--- src/rtl/key_debounce.sv ---
// ---------------------------------------------------------------------------
// key_debounce
//
// Debounces a bank of asynchronous, active-low key inputs and reports level
// changes to a downstream consumer as snapshot events over a valid/ready
// handshake.
//
// Each raw key is first passed through a two-flop synchronizer. A shared
// prescaler produces a one-cycle sample tick every TICK_DIV clocks. A key's
// debounced level only follows the synchronized level once it has differed
// on STABLE_TICKS consecutive ticks.
//
// Whenever the debounced vector differs from the last snapshot, a snapshot
// event is raised and held until it is accepted. Any debounced changes that
// arrive while a snapshot is still waiting are folded into the next snapshot.
// Those absorbed changes are counted in a saturating counter.
//
// Parameters
//   NUM_KEYS      number of key inputs (1..512)
//   TICK_DIV      clk_i cycles per sample tick (2..65535)
//   STABLE_TICKS  consecutive differing ticks needed to accept a level (1..255)
//
// Ports
//   clk_i            single clock, rising edge
//   rst_i            synchronous active-high reset
//   keys_i           raw key levels, asynchronous, 1 = released
//   keys_o           debounced key levels (registered)
//   evt_valid_o      snapshot event pending (registered)
//   evt_keys_o       snapshot of keys_o, stable while evt_valid_o = 1
//   evt_ready_i      downstream accepts the event
//   evt_coalesced_o  saturating count of changes absorbed into a pending event
// ---------------------------------------------------------------------------
module key_debounce #(
    parameter int NUM_KEYS     = 61,
    parameter int TICK_DIV     = 780,
    parameter int STABLE_TICKS = 4
) (
    input  logic                clk_i,
    input  logic                rst_i,
    input  logic [NUM_KEYS-1:0] keys_i,
    output logic [NUM_KEYS-1:0] keys_o,
    output logic                evt_valid_o,
    output logic [NUM_KEYS-1:0] evt_keys_o,
    input  logic                evt_ready_i,
    output logic [7:0]          evt_coalesced_o
);

    localparam int PW = $clog2(TICK_DIV);
    localparam int CW = $clog2(STABLE_TICKS + 1);
    localparam logic [PW-1:0] PRESC_LAST = PW'(TICK_DIV - 1);
    localparam logic [CW-1:0] CNT_LAST   = CW'(STABLE_TICKS - 1);

    typedef enum logic [0:0] {
        ST_IDLE = 1'b0,
        ST_PEND = 1'b1
    } evt_state_t;

    logic [NUM_KEYS-1:0]         sync1_r;
    logic [NUM_KEYS-1:0]         sync2_r;
    logic [PW-1:0]               presc_r;
    logic                        tick_s;
    logic [NUM_KEYS-1:0][CW-1:0] cnt_r;
    logic [NUM_KEYS-1:0][CW-1:0] cnt_nxt_s;
    logic [NUM_KEYS-1:0]         keys_r;
    logic [NUM_KEYS-1:0]         keys_nxt_s;
    logic                        keys_upd_s;
    evt_state_t                  state_r;
    evt_state_t                  state_nxt_s;
    logic [NUM_KEYS-1:0]         evt_keys_r;
    logic                        evt_load_s;
    logic                        coal_inc_s;
    logic [7:0]                  coal_r;

    // Two-flop synchronizer: the only logic that samples the raw key inputs.
    always_ff @(posedge clk_i) begin
        if (rst_i) begin
            sync1_r <= '1;
            sync2_r <= '1;
        end else begin
            sync1_r <= keys_i;
            sync2_r <= sync1_r;
        end
    end

    assign tick_s = (presc_r == PRESC_LAST);

    // Free-running sample prescaler, wraps to zero on the tick cycle.
    always_ff @(posedge clk_i) begin
        if (rst_i) begin
            presc_r <= '0;
        end else if (tick_s) begin
            presc_r <= '0;
        end else begin
            presc_r <= presc_r + PW'(1);
        end
    end

    // Per-key stability counting; the debounced level flips on the tick where
    // the counter has already seen STABLE_TICKS-1 differing ticks.
    always_comb begin
        keys_nxt_s = keys_r;
        cnt_nxt_s  = cnt_r;
        for (int k = 0; k < NUM_KEYS; k++) begin
            if (tick_s) begin
                if (sync2_r[k] == keys_r[k]) begin
                    cnt_nxt_s[k] = '0;
                end else if (cnt_r[k] == CNT_LAST) begin
                    keys_nxt_s[k] = sync2_r[k];
                    cnt_nxt_s[k]  = '0;
                end else begin
                    cnt_nxt_s[k] = cnt_r[k] + CW'(1);
                end
            end else begin
                cnt_nxt_s[k] = cnt_r[k];
            end
        end
    end

    assign keys_upd_s = (keys_nxt_s != keys_r);

    // Debounced level and stability counter registers.
    always_ff @(posedge clk_i) begin
        if (rst_i) begin
            keys_r <= '1;
            cnt_r  <= '0;
        end else begin
            keys_r <= keys_nxt_s;
            cnt_r  <= cnt_nxt_s;
        end
    end

    // Event next-state logic. A transfer always drops to IDLE for one cycle;
    // if keys_o has moved on (before or on the transfer edge), IDLE sees the
    // difference immediately and re-enters PEND with a fresh snapshot. This
    // gives the required single low cycle of evt_valid_o without a third state.
    always_comb begin
        state_nxt_s = state_r;
        evt_load_s  = 1'b0;
        case (state_r)
            ST_IDLE: begin
                if (keys_r != evt_keys_r) begin
                    state_nxt_s = ST_PEND;
                    evt_load_s  = 1'b1;
                end else begin
                    state_nxt_s = ST_IDLE;
                end
            end
            ST_PEND: begin
                if (evt_ready_i) begin
                    state_nxt_s = ST_IDLE;
                end else begin
                    state_nxt_s = ST_PEND;
                end
            end
            default: begin
                state_nxt_s = ST_IDLE;
            end
        endcase
    end

    // A debounced change absorbed into an event that is not leaving this cycle.
    assign coal_inc_s = (state_r == ST_PEND) && !evt_ready_i && keys_upd_s;

    // Event state, snapshot and coalesced-change counter registers.
    always_ff @(posedge clk_i) begin
        if (rst_i) begin
            state_r    <= ST_IDLE;
            evt_keys_r <= '1;
            coal_r     <= 8'd0;
        end else begin
            state_r <= state_nxt_s;
            if (evt_load_s) begin
                evt_keys_r <= keys_r;
            end else begin
                evt_keys_r <= evt_keys_r;
            end
            if (coal_inc_s && (coal_r != 8'hFF)) begin
                coal_r <= coal_r + 8'd1;
            end else begin
                coal_r <= coal_r;
            end
        end
    end

    assign keys_o          = keys_r;
    assign evt_valid_o     = (state_r == ST_PEND);
    assign evt_keys_o      = evt_keys_r;
    assign evt_coalesced_o = coal_r;

endmodule

--- config.mk ---
export PLATFORM = sky130hd
export DESIGN_NAME = key_debounce
export DESIGN_NICKNAME = d
export VERILOG_FILES = /design/src/rtl/key_debounce.sv
export SDC_FILE = /design/constraint.sdc
export NUM_CORES = 1
export LEC_CHECK = 0
export ABC_AREA = 1
export ABC_CLOCK_PERIOD_IN_PS = 2800
export CAP_MARGIN = 20
export CELL_PAD_IN_SITES_DETAIL_PLACEMENT = 1
export CELL_PAD_IN_SITES_GLOBAL_PLACEMENT = 2
export CORE_MARGIN = 2
export CORE_UTILIZATION = 36
export DETAILED_ROUTE_END_ITERATION = 8
export HOLD_SLACK_MARGIN = 0.1
export PLACE_DENSITY = 0.85
export REMOVE_ABC_BUFFERS = 1
export SLEW_MARGIN = 30
export SYNTH_ARGS = -nofsm -noshare
export SYNTH_HDL_FRONTEND = slang
export SYNTH_SLANG_ARGS = --single-unit
--- constraint.sdc ---
create_clock -name clk_i -period 2.8 [get_ports clk_i]
set_clock_uncertainty 0.05 [all_clocks]
set_input_delay 0.84 -clock clk_i [delete_from_list [all_inputs] [get_ports clk_i]]
set_output_delay 0.84 -clock clk_i [all_outputs]
set_load 0.01 [all_outputs]
==> run_results.csv, run 1 <==
group,metric,value,unit
run_status,status,"finished, final reports clean",
setup_path,critical_path_depth,2,
synthesis,synth_cell_types,29,
final_layout,drive_gt1_share,9.07,%
place,hpwl,39800,um
synthesis,mappedNetlistArea,19100,um2
route,wl_per_cell,16.9,um
pwr,power_per_cell_area,571,nW/um2
route,firstDrtPassIters,5,
final_layout,fin_util,44.8,%
final_layout,multi_input_area,8520,um2
place,dpl_cell_area,21900,um2
setup_path,worst-r2r-setup-slack,0.20,ns
route,vias,17200,
final_layout,final_area,23500,um2
setup_path,critical_path_buf_inv_count,2,
synthesis,netlist_instances,2519,
setup_path,critPathRequiredTime,1.91,ns
pwr,ir_drop,0.393,mV
setup_path,endpoint_kind,"output pin",
floorplanning,die_w,235,um
floorplanning,top_level_ports,195,
global_routing,grt_pass1_vias,18000,
synthesis,yosys.area.top_type_share,46.7,%
place,pre_cts_ws,0.104,ns
setup_path,critPathMaxStageDelay,0.55,ns
setup_path,critical_path.cell_chain,"buf_4 > clkdlybuf4s50_1",
timing,worst_pin_slew,0.844,ns
setup_path,reg2regPathDepth,11,
synthesis,synth_seq_cells,446,
route,drc,0,
setup_path,cp.arrival,1.80,ns
setup_path,startpoint,"keys_o[24]",
route,postRouteAntennaNets,0,
final_layout,fillerInstances,6388,
synthesis,yosys_most_used_dff,"dfxtp_1",
floorplanning,initial_utilization,36.4,%
route,finalWirelength,57800,um
timing,hold_viol,0,
synthesis,yosysSeqAreaShare,46.7,%
clock_network,cts_root_buf,"clkbuf_16",
timing,slew_violations,0,
final_layout,regArea,8930,um2
synthesis,async_flop_share,0,%
global_routing,antenna_found_initial,1,
final_layout,nNetsFinal,2815,
clock_network,cts_sinks,446,
clock_network,cts_hold_buf,0,
global_routing,grt.overflow.total,0,
setup_path,r2r_end,"evt_keys_o[53]",
timing,max_freq,372,MHz
place,io_buffers,194,
synthesis,synthTopCellsByArea,"dfxtp_1 (47%), nand2_1 (9.5%), nand3_1 (9.4%)",
global_routing,grt_max_degree,106,
synthesis,synth_edf_count,0,
clock_network,path_clk_slew,0.06,ns
timing,fin_crit,2.69,ns
final_layout,syn_to_final_growth,23.0,%
floorplanning,dieHeight,235,um
route,drtIter0Drc,525,
flow_run,max_cap_viol_count,0,
setup_path,cp-start-kind,"register",
synthesis,ys_warn_count,0,
clock_network,cts_max_path_buffers,3,
setup_path,cp_max_fo,5,
global_routing,track_usage,21.1,%
floorplanning,core-area,52600,um2
timing,slew_headroom,43.7,%
setup_path,endpoint,"keys_o[24]",
floorplanning,rows,84,
synthesis,yosysTopAreaCell,"dfxtp_1",
clock_network,clk_latency,0.59,ns
min_path,hold_path_class,"reg2reg",
pwr,p_leak,11.5,nW
timing,rsz0062_at_grt,"no",
clock_network,cts_buffers,51,
setup_path,path_class,"reg2out",
clock_network,cts-htree-levels,2,
timing,tns,0,ns
setup_path,critPathTopFamily,"buffers and inverters",
setup_path,reg2reg_from,"keys_o[28]",
floorplanning,dieArea,55000,um2
synthesis,avgSynthCellArea,7.59,um2
timing,setup_slack,0.114,ns
global_routing,grt_pass1_wl,92600,um
setup_path,crit_slowest_cell,"clkdlybuf4s50_1",
timing,period_share,95.9,%
route,post_drt_via_cell_ratio,5.03,
timing,setup_viol,0,
place,gp_congestion,0.766,
clock_network,cts_tree,"built",
[cells in the final DEF, fill, tap and decap left out, types with 15 or more instances in the layout]
cell type / count
xnor2_1: 29
nor3_1: 23
ha_1: 63
clkbuf_1: 17
nand2_1: 485
a21oi_1: 64
nor2_1: 195
a211oi_1: 49
or2_2: 129
nand4_1: 30
o21ai_0: 124
nand3_1: 358
clkbuf_8: 15
clkdlybuf4s50_1: 193
clkbuf_16: 53
buf_4: 18
dfxtp_1: 446
inv_1: 315
o211ai_1: 58
xor2_1: 18
[state kept, by name (all words and copies together), names as in the netlist]
signal           cells
presc_r             10
evt_valid_o          1
sync2_r             61
evt_coalesced_o      8
sync1_r             61
keys_o              61
evt_keys_o          61
cnt_r              183
[layer usage]
layer	track usage (%)	routed length, um	vias to the layer above
met5	0	0	-
met4	7.11	1630	0
met3	3.15	2210	86
met2	38.1	28300	244
met1	25.6	25600	8358
li1	-	-	8490
[Yosys cell counts (all sizes together), types with 29 or more instances]
master	number
o21ai	124
a21oi	64
nand4	30
xnor2	29
nand3	358
dfxtp	446
or2	129
ha	63
inv	324
nand2	488
buf	32
clkbuf	78
nor2	195
o211ai	58
a211oi	49
[power by group]
group / switching (W) / internal (W) / total (W)
Sequential: 0.0000345 / 0.00643 / 0.00647
Clock: 0.00263 / 0.00393 / 0.00657
Combinational: 0.000235 / 0.000177 / 0.000412
[final cells by class]
type / count / area share (%)
tap: 688 / 3.66
clock buffer: 85 / 6.78
antenna: 1 / 0.0106
clock inverter: 4 / 0.191
timing repair buffer: 226 / 10.0
inverter: 324 / 5.21
sequential: 446 / 37.9
multi-input combinational: 1639 / 36.2
[timing repair]
action                     4_1_cts  5_1_grt
resized for setup                0        1
setup buffers                    0        0
setup endpoints to repair        0       62
[kinds of logic (layout without fill, tap and decap cells)]
| logic type | after synthesis | count (layout) | synth area share (%) |
|---|---|---|---|
| AND/OR/NAND/NOR | 1229 | 1229 | 28.8 |
| adder cells (fa/ha/maj) | 63 | 63 | 4.12 |
| buffers and inverters | 434 | 639 | 8.91 |
| other | 0 | 1 | 0 |
| flip-flops | 446 | 446 | 46.7 |
| XOR/XNOR | 47 | 47 | 2.15 |
| AO/OA/AOI/OAI | 300 | 300 | 9.32 |
[how the worst min path moves through the flow]
stage / from / to / slack [ns] / depth (start not counted)
6_report: sync1_r[24] / sync2_r[24] / 0.36 / 1
5_1_grt: sync1_r[25] / sync2_r[25] / 0.37 / 1
4_1_cts: sync1_r[24] / sync2_r[24] / 0.36 / 1
3_5_place_dp: sync1_r[24] / sync2_r[24] / 0.35 / 1
3_3_place_gp: sync1_r[2] / sync2_r[2] / 0.34 / 1
2_1_floorplan: sync1_r[0] / sync2_r[0] / 0.34 / 1
[per-stage QoR]
stage | total power, W | instances | hold slack (ns)
2_1_floorplan | 0.00679 | 2409 | 0.339
3_3_place_gp | 0.00701 | 3323 | 0.341
3_5_place_dp | 0.00702 | 3323 | 0.345
4_1_cts | 0.0137 | 3412 | 0.359
5_1_grt | 0.0140 | 3412 | 0.371
6_report | 0.0134 | 3413 | 0.358
Power figures use the tool's default switching activity.
==> run 2, diff against run 1 <==
Settings changed: CELL_PAD_IN_SITES_DETAIL_PLACEMENT 1 to default, CELL_PAD_IN_SITES_GLOBAL_PLACEMENT 2 to default, CORE_UTILIZATION 36 to 45, PLACE_DENSITY 0.85 to 0.66.
==> run_results.csv, run 2 (synthesis gave the netlist of run 1 again) <==
group,metric,value,unit
clock_network,path_clk_slew,0.06,ns
final_layout,syn_to_final_growth,21.8,%
route,drtIter0Drc,1162,
setup_path,endpoint_kind,"register",
timing,slew_headroom,40.3,%
floorplanning,dieHeight,210,um
final_layout,largest_register,"cnt_r",
setup_path,cp_max_fo,48,
setup_path,critPathRequiredTime,3.19,ns
timing,hold_viol,0,
final_layout,drive_gt1_share,9.14,%
clock_network,cts_resized,0,
final_layout,largest_reg_flops,183,
global_routing,grt_pass1_vias,15900,
flow_run,max_cap_viol_count,0,
clock_network,cts_root_buf,"clkbuf_16",
route,drc,0,
place,dp.cells,3171,
pwr,ir_drop,0.394,mV
final_layout,final_cell_mix,"nand2_1 (485), dfxtp_1 (446), nand3_1 (358)",
timing,rsz0062_at_grt,"no",
route,post_drt_via_cell_ratio,5.15,
floorplanning,initial_utilization,45.6,%
clock_network,cts_hold_buf,0,
place,hpwl,33700,um
clock_network,cts_setup_buffers,0,
global_routing,antenna_found_initial,0,
floorplanning,top_level_ports,195,
route,wl_per_cell,15.2,um
floorplanning,rows,75,
clock_network,cts_tree,"built",
route,firstDrtPassIters,5,
timing,slew_violations,0,
floorplanning,core-area,41900,um2
timing,tns,0,ns
setup_path,path_class,"reg2reg",
place,gp_congestion,0.810,
pwr,power_per_cell_area,576,nW/um2
global_routing,track_usage,22.4,%
clock_network,cts-htree-levels,2,
place,io_buffers,194,
floorplanning,dieArea,44200,um2
final_layout,final_common_cell,"nand2_1",
pwr,p_leak,11.5,nW
global_routing,grt.overflow.total,0,
clock_network,cts_max_path_buffers,3,
route,postRouteAntennaNets,0,
timing,setup_viol,0,
final_layout,nNetsFinal,2810,
final_layout,final_cells,3262,
timing,max_freq,382,MHz
min_path,hold_path_class,"reg2reg",
global_routing,grt_max_degree,66,
run_status,status,"finished, final reports clean",
setup_path,cp.arrival,3.00,ns
clock_network,cts_buffers,49,
clock_network,clk_latency,0.58,ns
clock_network,cts_sinks,446,
final_layout,insertedDiodeCount,0,
route,vias,16800,
timing,fin_crit,2.62,ns
setup_path,cp-start-kind,"register",
route,finalWirelength,49600,um
floorplanning,die_w,210,um
timing,period_share,93.4,%
timing,worst_pin_slew,0.887,ns
global_routing,grt_pass1_wl,80100,um
run 2: cell types whose count changed in the layout (fill, tap and decap cells not counted), sizes merged:
cell / before / now
buf: 33 / 30
bufinv: 1 / 2
clkbuf: 85 / 80
clkinv: 3 / 7
diode: 1 / 0
inv: 324 / 326
run 2: area by class of cell:
class,count,area [um2]
fillers,3833,18600
flip-flops and latches,446,8930
multi-input cells,1639,8500
repair buffers,223,2310
clock buffers,80,1550
inverters,324,1230
well taps,539,674
clock inverters,11,113
run 2: report_power, final:
group | internal (W) | switching [W] | leakage (nW) | total (W)
clock | 0.00394 | 0.00261 | 0.824 | 0.00655
sequential | 0.00643 | 0.0000328 | 3.63 | 0.00646
combinational | 0.000181 | 0.000225 | 7.06 | 0.000406
run 2: worst paths after layout:
path                            slack [ns]              to       start  depth (start not counted)
worst min-delay path                  0.35      sync2_r[1]  sync1_r[1]                          1
worst max register to register        0.18  evt_keys_o[33]  keys_o[24]                          8
worst max-delay path                  0.18  evt_keys_o[33]  keys_o[24]                          8
worst min register to register        0.35      sync2_r[1]  sync1_r[1]                          1
run 2: worst max-delay path, cell delays in order (launching register included):
cell     delay [ns]
dfxtp_1        0.50
xor2_1         0.13
nor4_1         0.79
nand3_1        0.27
nor2_1         0.19
nand2_2        0.12
buf_12         0.23
nand3_1        0.11
nand3_1        0.09
run 2: through the flow:
stage / util [%] / setup slack, ns / total power (W) / instance area, um2 / hold WS, ns
after floorplan: - / -1.76 / 0.00679 / 18600 / 0.339
after global placement: 51.6 / 0.243 / 0.00700 / 21600 / 0.341
after detailed placement: 51.6 / 0.190 / 0.00701 / 21600 / 0.342
after CTS: 55.5 / 0.174 / 0.0136 / 23300 / 0.356
after global routing: 55.5 / 0.0349 / 0.0139 / 23300 / 0.362
final: 55.5 / 0.184 / 0.0134 / 23300 / 0.355
run 2: layer usage:
metal	share of wire, %	track usage [%]	vias up
li1	-	-	8512
met1	44	28.5	7764
met2	46	37.2	405
met3	6.0	4.07	103
met4	3.8	9.83	0
met5	0	0	-
